## config.mk

```make
export PLATFORM = sky130hd
export DESIGN_NAME = ddr_req_arbiter
export DESIGN_NICKNAME = d
export VERILOG_FILES = /design/src/rtl/ddr_req_arbiter.sv
export SDC_FILE = /design/constraint.sdc
export NUM_CORES = 1
export LEC_CHECK = 0
export CAP_MARGIN = 20
export CORE_AREA = 4 4 418 420
export DETAILED_ROUTE_END_ITERATION = 12
export DIE_AREA = 0 0 422 424
export PLACE_DENSITY = 0.34
export SLEW_MARGIN = 10
export SYNTH_ARGS = -nofsm -noshare
export SYNTH_HDL_FRONTEND = slang
export SYNTH_SLANG_ARGS = --single-unit
```

## constraint.sdc

```tcl
create_clock -name clk_sys_200mhz -period 7.45 [get_ports clk_sys_200mhz]
set_input_delay 1.1175 -clock clk_sys_200mhz [delete_from_list [all_inputs] [get_ports clk_sys_200mhz]]
set_output_delay 1.1175 -clock clk_sys_200mhz [all_outputs]
set_load 0.01 [all_outputs]
```

## src/rtl/ddr_req_arbiter.sv

```systemverilog
// rtl/ddr_req_arbiter.sv - round-robin sequencer sharing one DDR request port among NUM_REQ clients
module ddr_req_arbiter #(
    parameter int NUM_REQ = 4,
    parameter int ADDR_W  = 32,
    parameter int DATA_W  = 128,
    parameter int TIMEOUT = 255
) (
    input  logic                      clk_sys_200mhz,
    input  logic                      reset_por_n,
    input  logic [NUM_REQ-1:0]        req_valid,
    input  logic [NUM_REQ-1:0]        req_write,
    input  logic [NUM_REQ*ADDR_W-1:0] req_addr,
    input  logic [NUM_REQ*DATA_W-1:0] req_wdata,
    output logic [NUM_REQ-1:0]        req_ready,
    output logic [NUM_REQ-1:0]        rsp_valid,
    output logic [DATA_W-1:0]         rsp_rdata,
    output logic                      rsp_error,
    output logic [ADDR_W-1:0]         mem_addr,
    output logic [DATA_W-1:0]         mem_write_data,
    output logic                      mem_write_enable,
    output logic                      mem_read_enable,
    input  logic                      mem_ready,
    input  logic [DATA_W-1:0]         mem_read_data,
    output logic                      busy,
    output logic [2:0]                grant_id
);

    typedef enum logic [1:0] {
        IDLE  = 2'd0,
        ISSUE = 2'd1,
        RESP  = 2'd2
    } state_t;

    state_t              state;
    state_t              state_next;
    logic [2:0]          ptr;
    logic [2:0]          pick;
    logic                found;
    logic [15:0]         wdog;
    logic                hold_write;
    logic                issue_active;
    logic                done_ok;
    logic                done_timeout;
    logic [ADDR_W-1:0]   sel_addr;
    logic [DATA_W-1:0]   sel_wdata;
    logic                sel_write;

    // First pass favours requesters at/after the pointer; second pass handles the wrap.
    always_comb begin
        found = 1'b0;
        pick  = '0;
        for (int i = 0; i < NUM_REQ; i++) begin
            if (!found && req_valid[i] && (3'(i) >= ptr)) begin
                found = 1'b1;
                pick  = 3'(i);
            end
        end
        for (int i = 0; i < NUM_REQ; i++) begin
            if (!found && req_valid[i]) begin
                found = 1'b1;
                pick  = 3'(i);
            end
        end
    end

    always_comb begin
        sel_addr  = '0;
        sel_wdata = '0;
        sel_write = 1'b0;
        for (int i = 0; i < NUM_REQ; i++) begin
            if (pick == 3'(i)) begin
                sel_addr  = req_addr[i*ADDR_W +: ADDR_W];
                sel_wdata = req_wdata[i*DATA_W +: DATA_W];
                sel_write = req_write[i];
            end
        end
    end

    assign issue_active = mem_write_enable | mem_read_enable;
    assign done_ok      = issue_active && mem_ready;
    assign done_timeout = issue_active && !mem_ready && (wdog == 16'(TIMEOUT - 1));

    always_comb begin
        state_next = state;
        case (state)
            IDLE:    if (found) state_next = ISSUE;
            ISSUE:   if (done_ok || done_timeout) state_next = RESP;
            RESP:    state_next = IDLE;
            default: state_next = IDLE;
        endcase
    end

    always_ff @(posedge clk_sys_200mhz or negedge reset_por_n) begin
        if (!reset_por_n) begin
            state            <= IDLE;
            ptr              <= '0;
            wdog             <= '0;
            hold_write       <= 1'b0;
            req_ready        <= '0;
            rsp_valid        <= '0;
            rsp_rdata        <= '0;
            rsp_error        <= 1'b0;
            mem_addr         <= '0;
            mem_write_data   <= '0;
            mem_write_enable <= 1'b0;
            mem_read_enable  <= 1'b0;
            busy             <= 1'b0;
            grant_id         <= '0;
        end else begin
            state     <= state_next;
            busy      <= (state_next != IDLE);
            req_ready <= '0;
            rsp_valid <= '0;
            case (state)
                IDLE: begin
                    if (found) begin
                        req_ready      <= NUM_REQ'(1) << pick;
                        grant_id       <= pick;
                        ptr            <= (pick == 3'(NUM_REQ - 1)) ? 3'd0 : pick + 3'd1;
                        mem_addr       <= sel_addr;
                        mem_write_data <= sel_wdata;
                        hold_write     <= sel_write;
                        wdog           <= '0;
                    end
                end
                ISSUE: begin
                    // The first ISSUE cycle raises the strobe, so it appears one cycle after req_ready.
                    if (!issue_active) begin
                        mem_write_enable <= hold_write;
                        mem_read_enable  <= !hold_write;
                    end else if (done_ok) begin
                        mem_write_enable <= 1'b0;
                        mem_read_enable  <= 1'b0;
                        rsp_rdata        <= mem_read_enable ? mem_read_data : '0;
                        rsp_error        <= 1'b0;
                        rsp_valid        <= NUM_REQ'(1) << grant_id;
                    end else if (done_timeout) begin
                        mem_write_enable <= 1'b0;
                        mem_read_enable  <= 1'b0;
                        rsp_rdata        <= '0;
                        rsp_error        <= 1'b1;
                        rsp_valid        <= NUM_REQ'(1) << grant_id;
                    end else begin
                        wdog <= wdog + 16'd1;
                    end
                end
                default: ;
            endcase
        end
    end

endmodule

```

== Word level (Yosys, flattened, before mapping) ==
Cells that the tools add are included.

* Flip-flop bits (word level): 325
* Input bits: 779
* Output and inout bits: 303

* Add/subtract/negate cells: 2
* Order comparisons: 4
* Equality and inequality tests: 10
* Shifts and indexed selects: 2
* Multiplexer cells: 51
* Bitwise gates (word level): 1
* Reductions and logical operators: 33

{| class="wikitable"
|+ Operator list
! kind !! number
|-
| 128-bit 2-to-1 mux || 7
|-
| 32-bit 2-to-1 mux || 4
|-
| 16-bit 2-to-1 mux || 4
|-
| 16-bit case mux with 2 select lines || 1
|-
| 4-bit 2-to-1 mux || 6
|-
| 1-bit 2-to-1 mux || 19
|-
| 3-bit 2-to-1 mux || 6
|-
| 16-bit by 1-bit adder with 16-bit output, second input constant || 1
|-
| 16-bit by 8-bit equality test with 1-bit output, second input constant || 1
|-
| 1-bit logical AND || 14
|-
| 1-bit zero test || 9
|-
| 2-bit != test, second input constant || 4
|-
| 1-bit by 3-bit << shifter with 4-bit output, first input constant || 2
|-
| 3-bit by 2-bit equality test with 1-bit output, second input constant || 2
|-
| 1-bit by 3-bit >= comparator with 1-bit output, first input constant || 2
|-
| 2-bit by 3-bit >= comparator with 1-bit output, first input constant || 2
|-
| 2-bit 2-to-1 mux || 3
|-
| 2-bit nonzero test || 3
|-
| 5-bit AND reduction || 1
|-
| 2-bit case mux with 2 select lines || 1
|-
| 2-bit AND reduction || 2
|-
| 3-bit by 1-bit adder with 3-bit output, second input constant || 1
|-
| 3-bit by 1-bit equality test with 1-bit output, second input constant || 1
|-
| 3-bit zero test || 1
|-
| other kinds (6) || 6
|}

== Longest topological paths before layout ==
* Word-level depth: 32
* Gate-level depth with buffers: 13

== Worst setup path after synthesis ==
Ideal clock, no wire load.

* Path kind: input to register
* Start point: input req_valid[0]
* End point: register mem_write_data[24]
* Setup time: 0.083 ns
* Data arrival time: 3.142 ns
* Slack: 4.225 ns
* Stages: 12
* Path through: nor3b_1 -> a211oi_1 -> inv_1 -> ha_1 -> nor2b_1 -> clkbuf_1 -> clkbuf_1 -> clkbuf_1 -> a221oi_1 -> nor3_1 -> a21oi_1 -> o21ai_0

* Word-level cells in the longest chain between the ends: 31

{| class="wikitable"
|+ RTL lines
! what !! RTL line !! source
|-
| from (decl) || 10 || <nowiki>input logic [NUM_REQ-1:0] req_valid,</nowiki>
|-
| 1-bit logical AND || 53 || <nowiki>if (!found && req_valid[i] && (3'(i) >= ptr)) begin</nowiki>
|-
| 1-bit 2-to-1 mux || 53 ||
|-
| 1-bit zero test || 53 ||
|-
| 1-bit logical AND (2 in series) || 53 ||
|-
| 1-bit 2-to-1 mux || 53 ||
|-
| 1-bit zero test || 53 ||
|-
| 1-bit logical AND (2 in series) || 53 ||
|-
| 1-bit 2-to-1 mux || 53 ||
|-
| (+12 left out) || -- ||
|-
| 1-bit 2-to-1 mux || 59 || <nowiki>if (!found && req_valid[i]) begin</nowiki>
|-
| 1-bit zero test || 59 ||
|-
| 1-bit logical AND || 59 ||
|-
| 3-bit 2-to-1 mux (*) || 59 ||
|-
| via pick[1] || 37 || <nowiki>logic [2:0] pick;</nowiki>
|-
| 3-bit zero test || 71 || <nowiki>if (pick == 3'(i)) begin</nowiki>
|-
| 128-bit 2-to-1 mux (3 in series) || 71 ||
|-
| 128-bit 2-to-1 mux (*) || 71 ||
|-
| to (signal assigned) || 121 || <nowiki>mem_write_data <= sel_wdata;</nowiki>
|-
| to (decl) || 19 || <nowiki>output logic [DATA_W-1:0] mem_write_data,</nowiki>
|}

Mark *: on every way through the listed nets, which the timed path passes. The rest lies on a longest branch.
A chain may end at the register's enable or synchronous reset.

== Final worst setup path ==
* Start point: input req_valid[2]
* End point: register mem_write_data[5]

* Word-level cells in the longest chain between the ends: 24

{| class="wikitable"
|+ RTL lines
! what !! RTL line
|-
| 1-bit logical AND (2 in series) || 53
|-
| 1-bit 2-to-1 mux || 53
|-
| 1-bit zero test || 53
|-
| 1-bit logical AND (2 in series) || 53
|-
| 1-bit 2-to-1 mux || 53
|-
| 1-bit zero test || 59
|-
| 1-bit logical AND || 59
|-
| 1-bit 2-to-1 mux || 59
|-
| (+5 left out) || --
|-
| 1-bit 2-to-1 mux || 59
|-
| 1-bit zero test || 59
|-
| 1-bit logical AND || 59
|-
| 3-bit 2-to-1 mux (*) || 59
|-
| via pick[1] || 37
|-
| 3-bit zero test || 71
|-
| 128-bit 2-to-1 mux (3 in series) || 71
|-
| 128-bit 2-to-1 mux (*) || 71
|}

Marks and branches as above.

==> impl_metrics.prom <==
# TYPE chip_impl_metric gauge
chip_impl_metric{name="max_cap_viol_count",unit=""} 0
chip_impl_info{name="outcome",value="completed"} 1
chip_impl_metric{name="fin_crit_sh",unit=""} 0.583
chip_impl_metric{name="cts.sinks",unit=""} 323
chip_impl_metric{name="floorplan.core_area",unit="µm²"} 171000
chip_impl_metric{name="grt_total_usage",unit=""} 0.136
chip_impl_metric{name="grt_remaining_overflow",unit=""} 0
chip_impl_metric{name="ir_drop",unit="mV"} 0.191
chip_impl_metric{name="die_width",unit="µm"} 422
chip_impl_metric{name="cts.reportedPaths.clkPinSlew",unit="ns"} 0.06
chip_impl_metric{name="gp_congestion",unit=""} 0.900
chip_impl_metric{name="ys.warnings.count",unit=""} 0
chip_impl_info{name="worstHoldStart",value="mem_write_data[94]"} 1
chip_impl_metric{name="final_net_count",unit=""} 3510
chip_impl_metric{name="clock_tree.htree_level_count",unit=""} 2
chip_impl_metric{name="n_fill_cell",unit=""} 19000
chip_impl_metric{name="drc",unit=""} 0
chip_impl_metric{name="floorplan.die.height",unit="µm"} 424
chip_impl_info{name="dominant_cell_by_count_in_the_synthesized_netlist",value="sky130_fd_sc_hd__dfrtp_1"} 1
chip_impl_metric{name="drt-vias-per-instance",unit=""} 3.65
chip_impl_metric{name="number_of_synthesized_flops_with_an_enable_pin",unit=""} 0
chip_impl_metric{name="grt_antenna_before_repair",unit=""} 72
chip_impl_info{name="critical_path.reg2reg.endpoint",value="mem_write_data[5]"} 1
chip_impl_metric{name="multi_input_area",unit="µm²"} 7480
chip_impl_metric{name="grt_first_pass_wirelength",unit="µm"} 169000
chip_impl_metric{name="synthesis.area_per_instance",unit="µm²"} 9.34
chip_impl_info{name="min-delay-path-class",value="register to register"} 1
chip_impl_metric{name="cp_data_required_time",unit="ns"} 7.99
chip_impl_metric{name="worst-r2r-cell-count",unit=""} 9
chip_impl_metric{name="fin_ws",unit="ns"} 3.10
chip_impl_metric{name="cts-buffers-inserted",unit=""} 49
chip_impl_metric{name="dpl.hpwl",unit="µm"} 102000
chip_impl_metric{name="iter_0_drt_violations",unit=""} 1107
chip_impl_metric{name="synth_fp_nets",unit=""} 2519
chip_impl_metric{name="top_level_ports",unit=""} 1082
chip_impl_metric{name="fin_skew",unit="ns"} 0.0225
chip_impl_metric{name="hold_fix_buffers_cts",unit=""} 0
chip_impl_metric{name="placed_area",unit="µm²"} 29600
chip_impl_metric{name="post-layout-total-power",unit="µW"} 11400
chip_impl_info{name="clock_tree_from_tritoncts",value="built"} 1
chip_impl_metric{name="synthDistinctLibCells",unit=""} 44
chip_impl_metric{name="final-setup-viol-count",unit=""} 0
chip_impl_metric{name="first_pass_iters",unit=""} 5
chip_impl_info{name="type_of_the_setup_path_with_the_least_slack",value="input pin to register"} 1
chip_impl_metric{name="drt-wirelength-per-cell",unit="µm"} 25.6
chip_impl_metric{name="critical_path_peak_fanout",unit=""} 51
chip_impl_info{name="crit-reg2reg-launch",value="ptr[0]"} 1
chip_impl_metric{name="hold_viol",unit=""} 0
chip_impl_metric{name="postCtsSetupBuffers",unit=""} 0
chip_impl_info{name="timing.hold.worst_endpoint",value="mem_write_data[94]"} 1
chip_impl_metric{name="synth.yosys.seq_area_share",unit=""} 0.499
chip_impl_metric{name="postRouteWirelength",unit="µm"} 128000
chip_impl_metric{name="slew_violations",unit=""} 0
chip_impl_metric{name="actual_transition_at_the_worst_max_transition_pin",unit="ns"} 1.02
chip_impl_metric{name="power_per_cell_area",unit="nW/µm²"} 364
chip_impl_metric{name="initial_core_util",unit=""} 0.0948
chip_impl_metric{name="final_layout_size_suffix_gt1_frac",unit=""} 0.0463
chip_impl_info{name="synth.top_cells.by_area",value="sky130_fd_sc_hd__dfrtp_1 50%, sky130_fd_sc_hd__a221oi_1 8.6%, sky130_fd_sc_hd__a22o_1 6.9%"} 1
chip_impl_info{name="clockRootBuffer",value="sky130_fd_sc_hd__clkbuf_16"} 1
chip_impl_metric{name="maxClockFrequency",unit="MHz"} 230
chip_impl_info{name="worst_setup_path_startpoint",value="req_valid[2]"} 1
chip_impl_info{name="synth_top_cell_by_area",value="sky130_fd_sc_hd__dfrtp_1"} 1
chip_impl_metric{name="p_leak",unit="µW"} 0.0118
chip_impl_metric{name="fp-row-count",unit=""} 152
chip_impl_metric{name="syn_inst",unit=""} 1734
chip_impl_metric{name="post-synth-top-area-fraction",unit=""} 0.499
chip_impl_metric{name="hold_worst_slack",unit="ns"} 0.477
chip_impl_metric{name="ff_latch_area",unit="µm²"} 8080
chip_impl_metric{name="synth-seq-cells",unit=""} 323
chip_impl_metric{name="fp.dieArea",unit="µm²"} 179000
chip_impl_metric{name="dp_slack",unit="ns"} 2.45
chip_impl_metric{name="postSynth.asyncResetShare",unit=""} 1.00
chip_impl_info{name="worst_setup_path_start_kind",value="input pin"} 1
chip_impl_metric{name="design_area",unit="µm²"} 31300
chip_impl_info{name="rsz0062_at_grt",value="false"} 1
chip_impl_metric{name="clock_tree.buffer_depth",unit=""} 3
chip_impl_metric{name="reg2reg_setup_slack",unit="ns"} 3.72
chip_impl_metric{name="hold-path-cell-count",unit=""} 2
chip_impl_metric{name="post-route-min-period",unit="ns"} 4.35
chip_impl_info{name="end_kind",value="register"} 1
chip_impl_metric{name="port_buffers",unit=""} 1080
chip_impl_metric{name="slew_headroom",unit=""} 0.319
chip_impl_info{name="synth.top_cells.by_count",value="323 x sky130_fd_sc_hd__dfrtp_1, 179 x sky130_fd_sc_hd__nand2_1, 168 x sky130_fd_sc_hd__nor3_1, 167 x sky130_fd_sc_hd__a21oi_1, 167 x sky130_fd_sc_hd__o21ai_0"} 1
chip_impl_info{name="synth_top_flop_cell",value="sky130_fd_sc_hd__dfrtp_1"} 1
chip_impl_metric{name="ant_nets",unit=""} 0
chip_impl_metric{name="setup-tns-final",unit="ns"} 0
chip_impl_metric{name="synth_area",unit="µm²"} 16200
chip_impl_metric{name="area_overhead_of_the_layout_relative_to_synthesis",unit="%"} 93.4
chip_impl_metric{name="clock_insertion_delay_worst_skew",unit="ns"} 0.63
chip_impl_metric{name="grt_max_degree",unit=""} 168
chip_impl_metric{name="post_cts_resized",unit=""} 0
chip_impl_metric{name="detailroute.via_count",unit=""} 18300
chip_impl_metric{name="worst-endpoint-arrival",unit="ns"} 4.88
chip_impl_metric{name="via_count_of_the_first_global_routing_pass",unit=""} 18900
## layout by cell type (no fill, tap or decap), drive strengths merged, types with 2 or more instances in the layout
master and n:
clkdlybuf4s50 1079, nor2 19, buf 38, mux2i 3
nor2b 162, nand2b 2, o21ai 168, a21oi 167
diode 19, bufinv 5, clkbuf 72, nor3 168
nand3b 2, dfrtp 323, nor3b 4, a221oi 160
nand3 9, or4 2, a22o 128, inv 9
xnor2 11, and3 2, nor4 9, and4 4
or3 2, clkinv 9, and2 4, nand2 179
ha 6, nand4 3
## worst max-delay path: stages
cell and delay (ns):
sky130_fd_sc_hd__clkdlybuf4s50_1 0.66, sky130_fd_sc_hd__a21oi_1 0.11, sky130_fd_sc_hd__a211oi_1 0.69, sky130_fd_sc_hd__ha_4 0.70, sky130_fd_sc_hd__buf_4 0.57, sky130_fd_sc_hd__a221oi_1 0.12, sky130_fd_sc_hd__nor3_1 0.61, sky130_fd_sc_hd__a21oi_1 0.08
sky130_fd_sc_hd__o21ai_0 0.17
## where the power goes
| group | internal (µW) | switching, µW |
|---|---|---|
| sequential | 2480 | 451 |
| combinational | 2720 | 3220 |
| clock | 1510 | 1020 |
| total | 6710 | 4690 |
## final cells by class
cell class,instances,area share
timing repair buffer,1117,0.358
sequential,323,0.258
multi-input combinational,1228,0.239
tap,2233,0.0892
clock buffer,72,0.0458
clock inverter,18,0.00823
antenna,19,0.00152
inverter,6,0.000719
## routing by layer
metal	vias up	track usage	wire, µm
met5	-	0	364
met4	58	0.0487	3950
met3	185	0.0527	11400
met2	707	0.224	61900
met1	8872	0.161	50800
li1	8465	-	-
## worst max-delay path by stage
stage / endpoint / slack (ns) / cells past startpoint
2_1_floorplan: mem_write_data[24] / 4.22 / 12
3_3_place_gp: mem_addr[1] / 2.51 / 10
3_5_place_dp: mem_write_data[5] / 2.45 / 9
4_1_cts: mem_write_data[5] / 3.15 / 9
5_1_grt: mem_write_data[5] / 2.93 / 9
6_report: mem_write_data[5] / 3.10 / 9
## cells by family (layout without fill, tap and decap cells)
family,after synthesis,after routing,share of synthesized area
compound gates,633,633,0.264
xor+xnor,11,11,0.00595
fa+ha+maj,6,6,0.00463
buf+inv,183,1213,0.0443
flops,323,323,0.499
mux,3,3,0.00185
other cells,1,20,0.000231
simple gates,574,574,0.180
## flip-flops by register name, summed over array words and instances, names as in the netlist
register / cells
ptr: 2
mem_addr: 32
req_ready: 4
busy: 1
hold_write: 1
mem_write_data: 128
mem_read_enable: 1
rsp_valid: 4
mem_write_enable: 1
wdog: 16
grant_id: 2
rsp_rdata: 128
state: 2
rsp_error: 1
## stage by stage
stage	util	std cells
after floorplan	-	1734
after global placement	0.173	4907
after detailed placement	0.173	4907
after CTS	0.183	4997
after global routing	0.183	5009
final	0.183	5016
Note: power is estimated with default switching activity, not from simulation.
